==> config.mk <==
export PLATFORM = sky130hd
export DESIGN_NAME = uart_tx_serializer
export DESIGN_NICKNAME = d
export VERILOG_FILES = /design/src/rtl/uart_tx_serializer.sv
export SDC_FILE = /design/constraint.sdc
export NUM_CORES = 1
export LEC_CHECK = 0
export BUFFER_PORTS_ARGS = -buffer_cell sky130_fd_sc_hd__buf_4
export CAP_MARGIN = 20
export CORE_MARGIN = 2
export CORE_UTILIZATION = 45
export CTS_CLUSTER_DIAMETER = 120
export DETAILED_ROUTE_END_ITERATION = 8
export PLACE_DENSITY = 0.65
export REMOVE_ABC_BUFFERS = 1
export SYNTH_ARGS = -nofsm -noshare
export SYNTH_HDL_FRONTEND = slang
export SYNTH_SLANG_ARGS = --single-unit
==> constraint.sdc <==
create_clock -name clk -period 2.1 [get_ports clk]
set_input_delay 0.315 -clock clk [delete_from_list [all_inputs] [get_ports clk]]
set_output_delay 0.315 -clock clk [all_outputs]
set_load 0.03 [all_outputs]
==> src/rtl/uart_tx_serializer.sv <==
// ---------------------------------------------------------------------------
// uart_tx_serializer
//
// Transmit half of the UART. Pops bytes from a first-word-fall-through tx
// FIFO and shifts each one out as a frame: one start bit (0), DATA_BITS data
// bits LSB first, one stop bit (1). The line idles high. When the FIFO still
// holds data at the end of a stop bit, the next frame follows after a single
// LOAD cycle of extra high level.
//
// Parameters:
//   BIT_PERIOD  clock cycles per serial bit (2..1023)
//   DATA_BITS   data bits per frame (5..8)
//
// Ports:
//   clk            system clock, rising edge
//   n_rst          synchronous active-low reset
//   fifo_empty     tx FIFO empty flag
//   fifo_data      tx FIFO head byte, valid while fifo_empty = 0
//   fifo_r_enable  one-cycle pop strobe, high only in LOAD
//   tx_out         registered serial line
//   tx_busy        high while a frame is being loaded or sent
//   frame_done     one-cycle pulse on the last line cycle of each stop bit
// ---------------------------------------------------------------------------
module uart_tx_serializer #(
    parameter int BIT_PERIOD = 10,
    parameter int DATA_BITS  = 8
) (
    input  logic       clk,
    input  logic       n_rst,
    input  logic       fifo_empty,
    input  logic [7:0] fifo_data,
    output logic       fifo_r_enable,
    output logic       tx_out,
    output logic       tx_busy,
    output logic       frame_done
);

    localparam int PW = $clog2(BIT_PERIOD);
    localparam int BW = $clog2(DATA_BITS + 1);
    localparam logic [PW-1:0] PERIOD_LAST = PW'(BIT_PERIOD - 1);
    localparam logic [BW-1:0] BIT_LAST    = BW'(DATA_BITS - 1);

    typedef enum logic [2:0] {
        IDLE,
        LOAD,
        START,
        DATA,
        STOP
    } state_t;

    state_t                 state;
    logic [PW-1:0]          period_cnt;
    logic [BW-1:0]          bit_cnt;
    logic [DATA_BITS-1:0]   shift_reg;
    logic                   period_last;
    logic                   line_bit;

    // Bits of fifo_data above DATA_BITS-1 carry no meaning for this frame
    // width; folding them here keeps them visibly accounted for.
    logic unused_fifo_bits;
    assign unused_fifo_bits = ^fifo_data;

    assign period_last   = (period_cnt == PERIOD_LAST);
    assign fifo_r_enable = (state == LOAD);
    assign tx_busy       = (state != IDLE);

    // Line level belonging to the current state; tx_out registers it, so the
    // pin shows each state's level one cycle after the state is entered.
    always_comb begin
        line_bit = 1'b1;
        case (state)
            START:   line_bit = 1'b0;
            DATA:    line_bit = shift_reg[0];
            default: line_bit = 1'b1;
        endcase
    end

    // NOTE: every register here is assigned with <= so all of them update
    // from the same pre-edge values; blocking '=' would let later statements
    // see already-updated state and break the one-cycle relationships.
    always_ff @(posedge clk) begin
        if (!n_rst) begin
            state      <= IDLE;
            period_cnt <= '0;
            bit_cnt    <= '0;
            shift_reg  <= '0;
            tx_out     <= 1'b1;
            frame_done <= 1'b0;
        end else begin
            tx_out     <= line_bit;
            // Registered alongside tx_out so the pulse lines up with the
            // final line cycle of the stop bit rather than the state's.
            frame_done <= (state == STOP) && period_last;

            case (state)
                IDLE: begin
                    if (!fifo_empty) begin
                        state <= LOAD;
                    end
                end

                LOAD: begin
                    shift_reg  <= fifo_data[DATA_BITS-1:0];
                    period_cnt <= '0;
                    state      <= START;
                end

                START: begin
                    if (period_last) begin
                        period_cnt <= '0;
                        bit_cnt    <= '0;
                        state      <= DATA;
                    end else begin
                        period_cnt <= period_cnt + PW'(1);
                    end
                end

                DATA: begin
                    if (period_last) begin
                        period_cnt <= '0;
                        shift_reg  <= shift_reg >> 1;
                        if (bit_cnt == BIT_LAST) begin
                            bit_cnt <= '0;
                            state   <= STOP;
                        end else begin
                            bit_cnt <= bit_cnt + BW'(1);
                        end
                    end else begin
                        period_cnt <= period_cnt + PW'(1);
                    end
                end

                STOP: begin
                    if (period_last) begin
                        period_cnt <= '0;
                        // Back-to-back frames go straight to LOAD with no
                        // idle bit beyond the stop bit.
                        state      <= fifo_empty ? IDLE : LOAD;
                    end else begin
                        period_cnt <= period_cnt + PW'(1);
                    end
                end

                default: begin
                    period_cnt <= '0;
                    bit_cnt    <= '0;
                    state      <= IDLE;
                end
            endcase
        end
    end

endmodule

==> results of run 1 <==
[through the flow]
step	instances	hold WS (ns)
3_3_place_gp	159	0.470
3_5_place_dp	159	0.479
5_1_grt	163	0.257
6_report	163	0.257
2_1_floorplan	114	0.387
4_1_cts	163	0.245
[synth_stat cells]
| master | instances |
|---|---|
| o2bb2ai_1 | 1 |
| a31oi_1 | 1 |
| o211a_1 | 8 |
| and3b_1 | 1 |
| or3_1 | 1 |
| ha_1 | 3 |
| o21ai_0 | 9 |
| nand3_1 | 3 |
| a21o_1 | 1 |
| dfxtp_1 | 21 |
| o21a_1 | 1 |
| a21boi_1 | 2 |
| nor4b_1 | 1 |
| nand3b_1 | 2 |
| buf_2 | 5 |
| nand2_1 | 17 |
| clkbuf_1 | 2 |
| mux2i_1 | 8 |
| nand3b_4 | 1 |
| a21boi_0 | 5 |
| or4_1 | 3 |
| xor2_1 | 1 |
| inv_1 | 5 |
| nand4b_1 | 2 |
| nand2b_1 | 2 |
| o22ai_1 | 1 |
| nor3_1 | 1 |
| nor2_1 | 3 |
| nor4_1 | 1 |
| nor2b_1 | 4 |
| and2_1 | 2 |
| a21oi_1 | 2 |
| nor3b_1 | 1 |
[kinds of logic after synthesis]
family / count (synthesis) / share of synthesized area (%)
compound gates: 31 / 20.7
xor+xnor: 1 / 0.811
fa+ha+maj: 3 / 3.48
buf+inv: 12 / 4.75
flops: 21 / 38.9
mux: 8 / 7.42
simple gates: 45 / 23.9
[cell type report]
cell class	count	area [sq um]
fillers	207	996
multi-input cells	88	608
flip-flops and latches	21	420
repair buffers	17	128
well taps	28	35.0
clock buffers	3	22.5
inverters	5	18.8
clock inverters	1	5.00
[where the power goes]
part	switching (mW)	leakage [nW]	internal, mW
sequential	0.0996	0.171	0.497
combinational	0.313	0.451	0.258
clock	0.124	0.0177	0.0710
[placed cells by master (no fill, tap or decap), types with 2 or more instances in the layout]
cell / synthesis / routed
dfxtp_1: 21 / 21
nand2_1: 17 / 17
buf_4: 0 / 17
o21ai_0: 9 / 9
mux2i_1: 8 / 8
o211a_1: 8 / 8
inv_1: 5 / 5
a21boi_0: 5 / 5
nor2b_1: 4 / 4
nor2_1: 3 / 3
nand3_1: 3 / 3
or4_1: 3 / 3
ha_1: 3 / 3
clkbuf_4: 0 / 3
nand2b_1: 2 / 2
a21oi_1: 2 / 2
nand3b_1: 2 / 2
nand4b_1: 2 / 2
a21boi_1: 2 / 2
and2_1: 2 / 2
[worst max-delay path, stage by stage, from the launching register on]
cell      delay (ns)
dfxtp_1         0.53
nand3b_1        0.36
or4_1           0.62
a21boi_1        0.15
[worst min-delay path by stage]
stage | start | end | slack (ns) | depth (start not counted)
6_report | fifo_data[7] | shift_reg[7] | 0.26 | 3
4_1_cts | fifo_data[7] | shift_reg[7] | 0.25 | 3
3_3_place_gp | shift_reg[7] | shift_reg[7] | 0.47 | 2
5_1_grt | fifo_data[7] | shift_reg[7] | 0.26 | 3
2_1_floorplan | n_rst | tx_out | 0.39 | 1
3_5_place_dp | shift_reg[0] | tx_out | 0.48 | 2
[metal layers]
metal / wire length [um] / track usage [%] / vias to the layer above
met3: 72 / 3.39 / 2
met2: 993 / 25.8 / 17
li1: - / - / 459
met4: 15 / 11.5 / 0
met1: 917 / 18.7 / 410
met5: 0 / 0 / -
==> impl_metrics.ini, run 1 <==
[clock_tree]
cts_buffers = 3
cts_hold_buf = 0
htree_levels = 1
cts_sinks = 21
clk_latency_ns = 0.30
cts_resized = 0
root_buffer = clkbuf_4
clk_pin_slew_worst_paths_ns = 0.12
cts_tree = built
clk_path_buf_depth = 2
post_cts_buffers = 0

[sta]
rsz0062_at_grt = false
period_minus_slack_ns = 1.71
maxSlewHeadroom_pct = 63.4
fin_skew_ns = 0.00823
max_freq_mhz = 585
setup_viol = 0
tns_ns = 0
timing.final.crit_share_pct = 81.4
drv_slew = 0
setup_slack_ns = 0.391
finalHoldViolations = 0
worstMarginPinSlew_ns = 0.543

[setup_path]
critPathLaunchType = flip-flop
rr_startpoint = state[1]
cp_max_fo = 11
crit_type = reg -> reg
rrSetupSlack_ns = 0.39
r2r-end = bit_cnt[3]
startpoint = state[1]
arrival_ns = 1.96
reg2regPathDepth = 3
critPathCaptureType = flip-flop
endpoint = bit_cnt[3]
worstPathRequired_ns = 2.35

[synth]
yosys_warnings = 0
synthCells = 121
yosysTopAreaCellShare_pct = 38.9
syn_area_sq_mm = 0.00108
syn_area_per_cell_sq_um = 8.92
yosysSeqAreaShare_pct = 38.9
synth.distinct_cells = 33
yosysTopAreaCell = dfxtp_1
netlist_top_cells_area = dfxtp_1, mux2i_1, o211a_1, nand2_1, o21ai_0
ys_ff_latch = 21

[drt]
drtPass1Iterations = 5
wl_um = 2000
route.vias.total = 888
drc_errors = 0
vias_per_cell = 5.45
ant_nets = 0
avgRoutedWirePerCell_um = 12.3
drt_iter0_drc = 13

[status]
status = complete, no violations

[final_layout]
nets = 150
utilization_pct = 55.4
num_antenna_cells = 0
largest_reg_flops = 8
area_growth_pct = 14.6
drive_above_1_share_pct = 16.3
stdcell_area_sq_mm = 0.00124

[placed_design]
post-dp-hpwl_um = 1450
portBuffers = 14
dpl_cell_area_sq_mm = 0.00121
gp_congestion = 0.860
place_ws_ns = 0.393

[grt]
grt_usage_pct = 16.1
grt_max_degree = 24
grt_overflow = 0
grt_pass1_vias = 826
antenna_found_initial = 0
grt_pass1_wl_um = 3220

[floorplanning]
die_y_um = 53.0
start_util_pct = 48.3
rows = 17
die_x_um = 53.0
io_pins = 15
dieArea_sq_mm = 0.00281
placeableCoreArea_sq_mm = 0.00223

[power]
power.leakage_nw = 0.640
ir_worst_vdd_mv = 0.653
powerDensity_mw_per_mm2 = 1100
power_mw = 1.36

[worst_hold_path]
hold_path.class = in -> reg

[flow_run]
cap_viol_max_count = 0
(Power assumes the default switching activity.)
==> inputs of run 2 (changes only) <==
==> constraint.sdc (replaced) <==
create_clock -name clk -period 1.75 [get_ports clk]
set_input_delay 0.2625 -clock clk [delete_from_list [all_inputs] [get_ports clk]]
set_output_delay 0.2625 -clock clk [all_outputs]
set_load 0.03 [all_outputs]
==> impl_metrics.ini, run 2 (synthesis results as in run 1) <==
[clock_tree]
htree_levels = 1
cts_buffers = 3
clk_pin_slew_worst_paths_ns = 0.13
root_buffer = clkbuf_4
cts_tree = built
cts_resized = 0
clk_path_buf_depth = 2
cts_sinks = 21
post_cts_buffers = 0
cts_hold_buf = 0
clk_latency_ns = 0.31

[floorplanning]
dieArea_sq_mm = 0.00281
placeableCoreArea_sq_mm = 0.00223
rows = 17
die_x_um = 53.0
die_y_um = 53.0
io_pins = 15
start_util_pct = 48.3

[flow_run]
cap_viol_max_count = 0

[sta]
tns_ns = 0
worstMarginPinSlew_ns = 0.486
setup_viol = 0
hold-worst-slack_ns = 0.200
drv_slew = 0
fin_skew_ns = 0.00779
maxSlewHeadroom_pct = 67.2
timing.final.crit_share_pct = 92.4
period_minus_slack_ns = 1.62
finalHoldViolations = 0
max_freq_mhz = 619
rsz0062_at_grt = false

[final_layout]
n_fill_cell = 222
largest_reg_flops = 8
area_growth_pct = 16.1
drive_above_1_share_pct = 20.0
num_antenna_cells = 0
layout_commonest_cell = dfxtp_1
final_cell_mix = dfxtp_1, nand2_1, buf_4, o21ai_0
stdcell_count = 163
nets = 150

[placed_design]
gp_congestion = 0.803
post-dp-hpwl_um = 1470
portBuffers = 14
dp.cells = 159

[setup_path]
cp_max_fo = 8
worstPathRequired_ns = 2.00
arrival_ns = 1.87
critPathCaptureType = flip-flop
reg2regPathDepth = 6
crit_type = reg -> reg
critPathLaunchType = flip-flop

[drt]
drt_iter0_drc = 15
drtPass1Iterations = 4
drc_errors = 0
wl_um = 2070
route.vias.total = 895
avgRoutedWirePerCell_um = 12.7
ant_nets = 0
vias_per_cell = 5.49

[grt]
grt-busiest-layer = met2
grt_overflow = 0
grt_pass1_vias = 793
grt_usage_pct = 17.1
grt_pass1_wl_um = 3450
grt.met3_usage_pct = 3.39
grt_max_degree = 24
globalRouteMet2Util_pct = 26.5
antenna_found_initial = 0
use_met1_pct = 23.3

[status]
status = complete, no violations

[power]
ir_worst_vdd_mv = 0.678
powerDensity_mw_per_mm2 = 1330
power.leakage_nw = 0.644

[worst_hold_path]
whs_path_depth = 3
hold_path.class = in -> reg
run 2: cell counts in the layout (fill, tap and decap cells not counted):
Identical to the previous run, type by type.
run 2: per-layer routing:
metal,wire [um],vias to the layer above
met5,0,-
met4,8,0
met3,64,2
met2,971,12
met1,1030,420
li1,-,461
run 2: per-stage QoR:
step	setup slack (ns)	instance area [sq um]	util (%)	total power, mW
after floorplan	0.0442	1050	-	1.17
after global placement	0.147	1210	54.2	1.39
after detailed placement	0.0886	1210	54.2	1.41
after CTS	0.0573	1240	55.4	1.65
after global routing	0.00793	1250	56.1	1.80
final	0.134	1250	56.1	1.67
run 2: where the power goes:
group          switching, mW  internal [mW]  leakage [nW]
sequential             0.127          0.604         0.172
clock                  0.154         0.0852        0.0177
combinational          0.383          0.316         0.454
total                  0.664           1.01         0.644
run 2: layout make-up:
cell class | instances | area [sq um] | share of cell area [%]
multi-input cells | 88 | 621 | 49.5
flip-flops and latches | 21 | 424 | 33.8
repair buffers | 17 | 128 | 10.2
well taps | 28 | 35.0 | 2.79
clock buffers | 3 | 22.5 | 1.80
inverters | 5 | 18.8 | 1.50
clock inverters | 1 | 5.00 | 0.399
run 2: worst paths after layout:
path | end | slack (ns) | from
setup / recovery | bit_cnt[3] | 0.13 | period_cnt[1]
hold reg to reg | shift_reg[7] | 0.49 | shift_reg[7]
hold / removal | shift_reg[7] | 0.20 | fifo_data[7]
setup reg to reg | bit_cnt[3] | 0.13 | period_cnt[1]
run 2: critical path, cell delays in order (launching register included):
cell and delay, ns:
dfxtp_1 0.35, inv_1 0.07, ha_1 0.19, nand3b_4 0.11
a21o_4 0.25, or4_1 0.47, a21boi_1 0.13
==> inputs of run 3 (changes only) <==
--- a/config.mk
+++ b/config.mk
@@ -7,6 +7,7 @@
 export LEC_CHECK = 0
 export BUFFER_PORTS_ARGS = -buffer_cell sky130_fd_sc_hd__buf_4
 export CAP_MARGIN = 20
+export CORE_ASPECT_RATIO = 0.7
 export CORE_MARGIN = 2
 export CORE_UTILIZATION = 45
 export CTS_CLUSTER_DIAMETER = 120
==> impl_metrics.ini, run 3 (synthesis results as in run 1) <==
[status]
status = complete, no violations

[drt]
drt_iter0_drc = 76
avgRoutedWirePerCell_um = 12.2
wl_um = 2050
drtPass1Iterations = 4
drc_errors = 0
ant_nets = 0
route.vias.total = 882
vias_per_cell = 5.25

[sta]
rsz0062_at_grt = false
setup_slack_ns = 0.0972
timing.final.crit_share_pct = 94.4
finalHoldViolations = 0
tns_ns = 0
period_minus_slack_ns = 1.65
worstMarginPinSlew_ns = 0.569
max_freq_mhz = 605
maxSlewHeadroom_pct = 61.6
setup_viol = 0
fin_skew_ns = 0.00170
drv_slew = 0

[setup_path]
crit_type = reg -> reg
critPathCaptureType = flip-flop
critPathLaunchType = flip-flop
startpoint = period_cnt[1]
arrival_ns = 1.89
cp_max_fo = 8
worstPathRequired_ns = 1.99
rr_startpoint = period_cnt[1]

[placed_design]
post-dp-hpwl_um = 1460
portBuffers = 14
place_ws_ns = 0.0710
gp_congestion = 0.774

[grt]
grt_pass1_wl_um = 3530
grt_pass1_vias = 750
grt_max_degree = 24
grt_usage_pct = 16.2
antenna_found_initial = 0
grt_overflow = 0

[floorplanning]
die_x_um = 62.6
die_y_um = 45.0
dieArea_sq_mm = 0.00281
placeableCoreArea_sq_mm = 0.00221
io_pins = 15
rows = 14
start_util_pct = 48.9

[worst_hold_path]
hold_path.class = in -> reg
hp-start = fifo_data[7]

[final_layout]
nets = 151
num_antenna_cells = 0
area_growth_pct = 15.8
layout_commonest_cell = dfxtp_1
drive_above_1_share_pct = 16.9
final_cell_mix = dfxtp_1, buf_4, nand2_1, o21ai_0
largest_reg_flops = 8

[clock_tree]
clk_latency_ns = 0.29
clk_pin_slew_worst_paths_ns = 0.11
htree_levels = 1
root_buffer = clkbuf_4
cts_sinks = 21
cts_buffers = 3
clk_path_buf_depth = 2
cts_hold_buf = 0
cts_tree = built

[power]
power_mw = 1.65
ir_worst_vdd_mv = 0.757
powerDensity_mw_per_mm2 = 1320
power.leakage_nw = 0.643

[flow_run]
cap_viol_max_count = 0
## run 3: cell count changes in the layout (fill, tap and decap cells not counted), sizes merged
cell | before | now
clkbuf | 3 | 4
buf | 17 | 18
clkinv | 1 | 0
## run 3: timing repair
item                                    CTS  global route
endpoints found under the hold margin     0             0
endpoints found under the setup margin    0             3
resized for setup                         0             1
setup buffers                             0             0
## run 3: final cells by class
class | count | area [sq um]
flip-flops and latches | 21 | 422
clock buffers | 4 | 26.3
multi-input cells | 88 | 608
inverters | 5 | 18.8
fillers | 209 | 957
well taps | 32 | 40.0
repair buffers | 18 | 135
## run 3: worst max-delay path, stage by stage (launching register included)
cell	delay [ns]
dfxtp_1	0.34
inv_1	0.07
ha_1	0.19
nand3b_4	0.11
a21o_1	0.26
or4_1	0.48
a21boi_1	0.15
## run 3: report_power, final
part / internal (mW) / switching, mW / total [mW]
registers: 0.599 / 0.112 / 0.711
logic: 0.320 / 0.394 / 0.714
clock network: 0.0888 / 0.136 / 0.225
## run 3: worst paths after layout
check,slack [ns],to,cells past startpoint
min reg2reg,0.49,shift_reg[7],2
max reg2reg,0.1,bit_cnt[3],6
min,0.22,shift_reg[7],3
max,0.1,bit_cnt[3],6
## run 3: per-stage QoR
step	utilization, %	hold WS (ns)	cell area, sq um	cells
floorplan	-	0.334	1050	114
global placement	55.4	0.469	1220	164
detailed placement	55.4	0.475	1220	164
CTS	56.6	0.203	1250	168
global route	56.6	0.253	1250	168
finish	56.6	0.219	1250	168
## run 3: routing by layer
layer	vias up	global-route usage [%]	wire length (um)	share of wire, %
met5	-	0	0	0
met4	0	2.67	0	0
met3	0	5.49	96	4.7
met2	15	23.9	868	42
met1	405	23.6	1080	53
li1	462	-	-	-
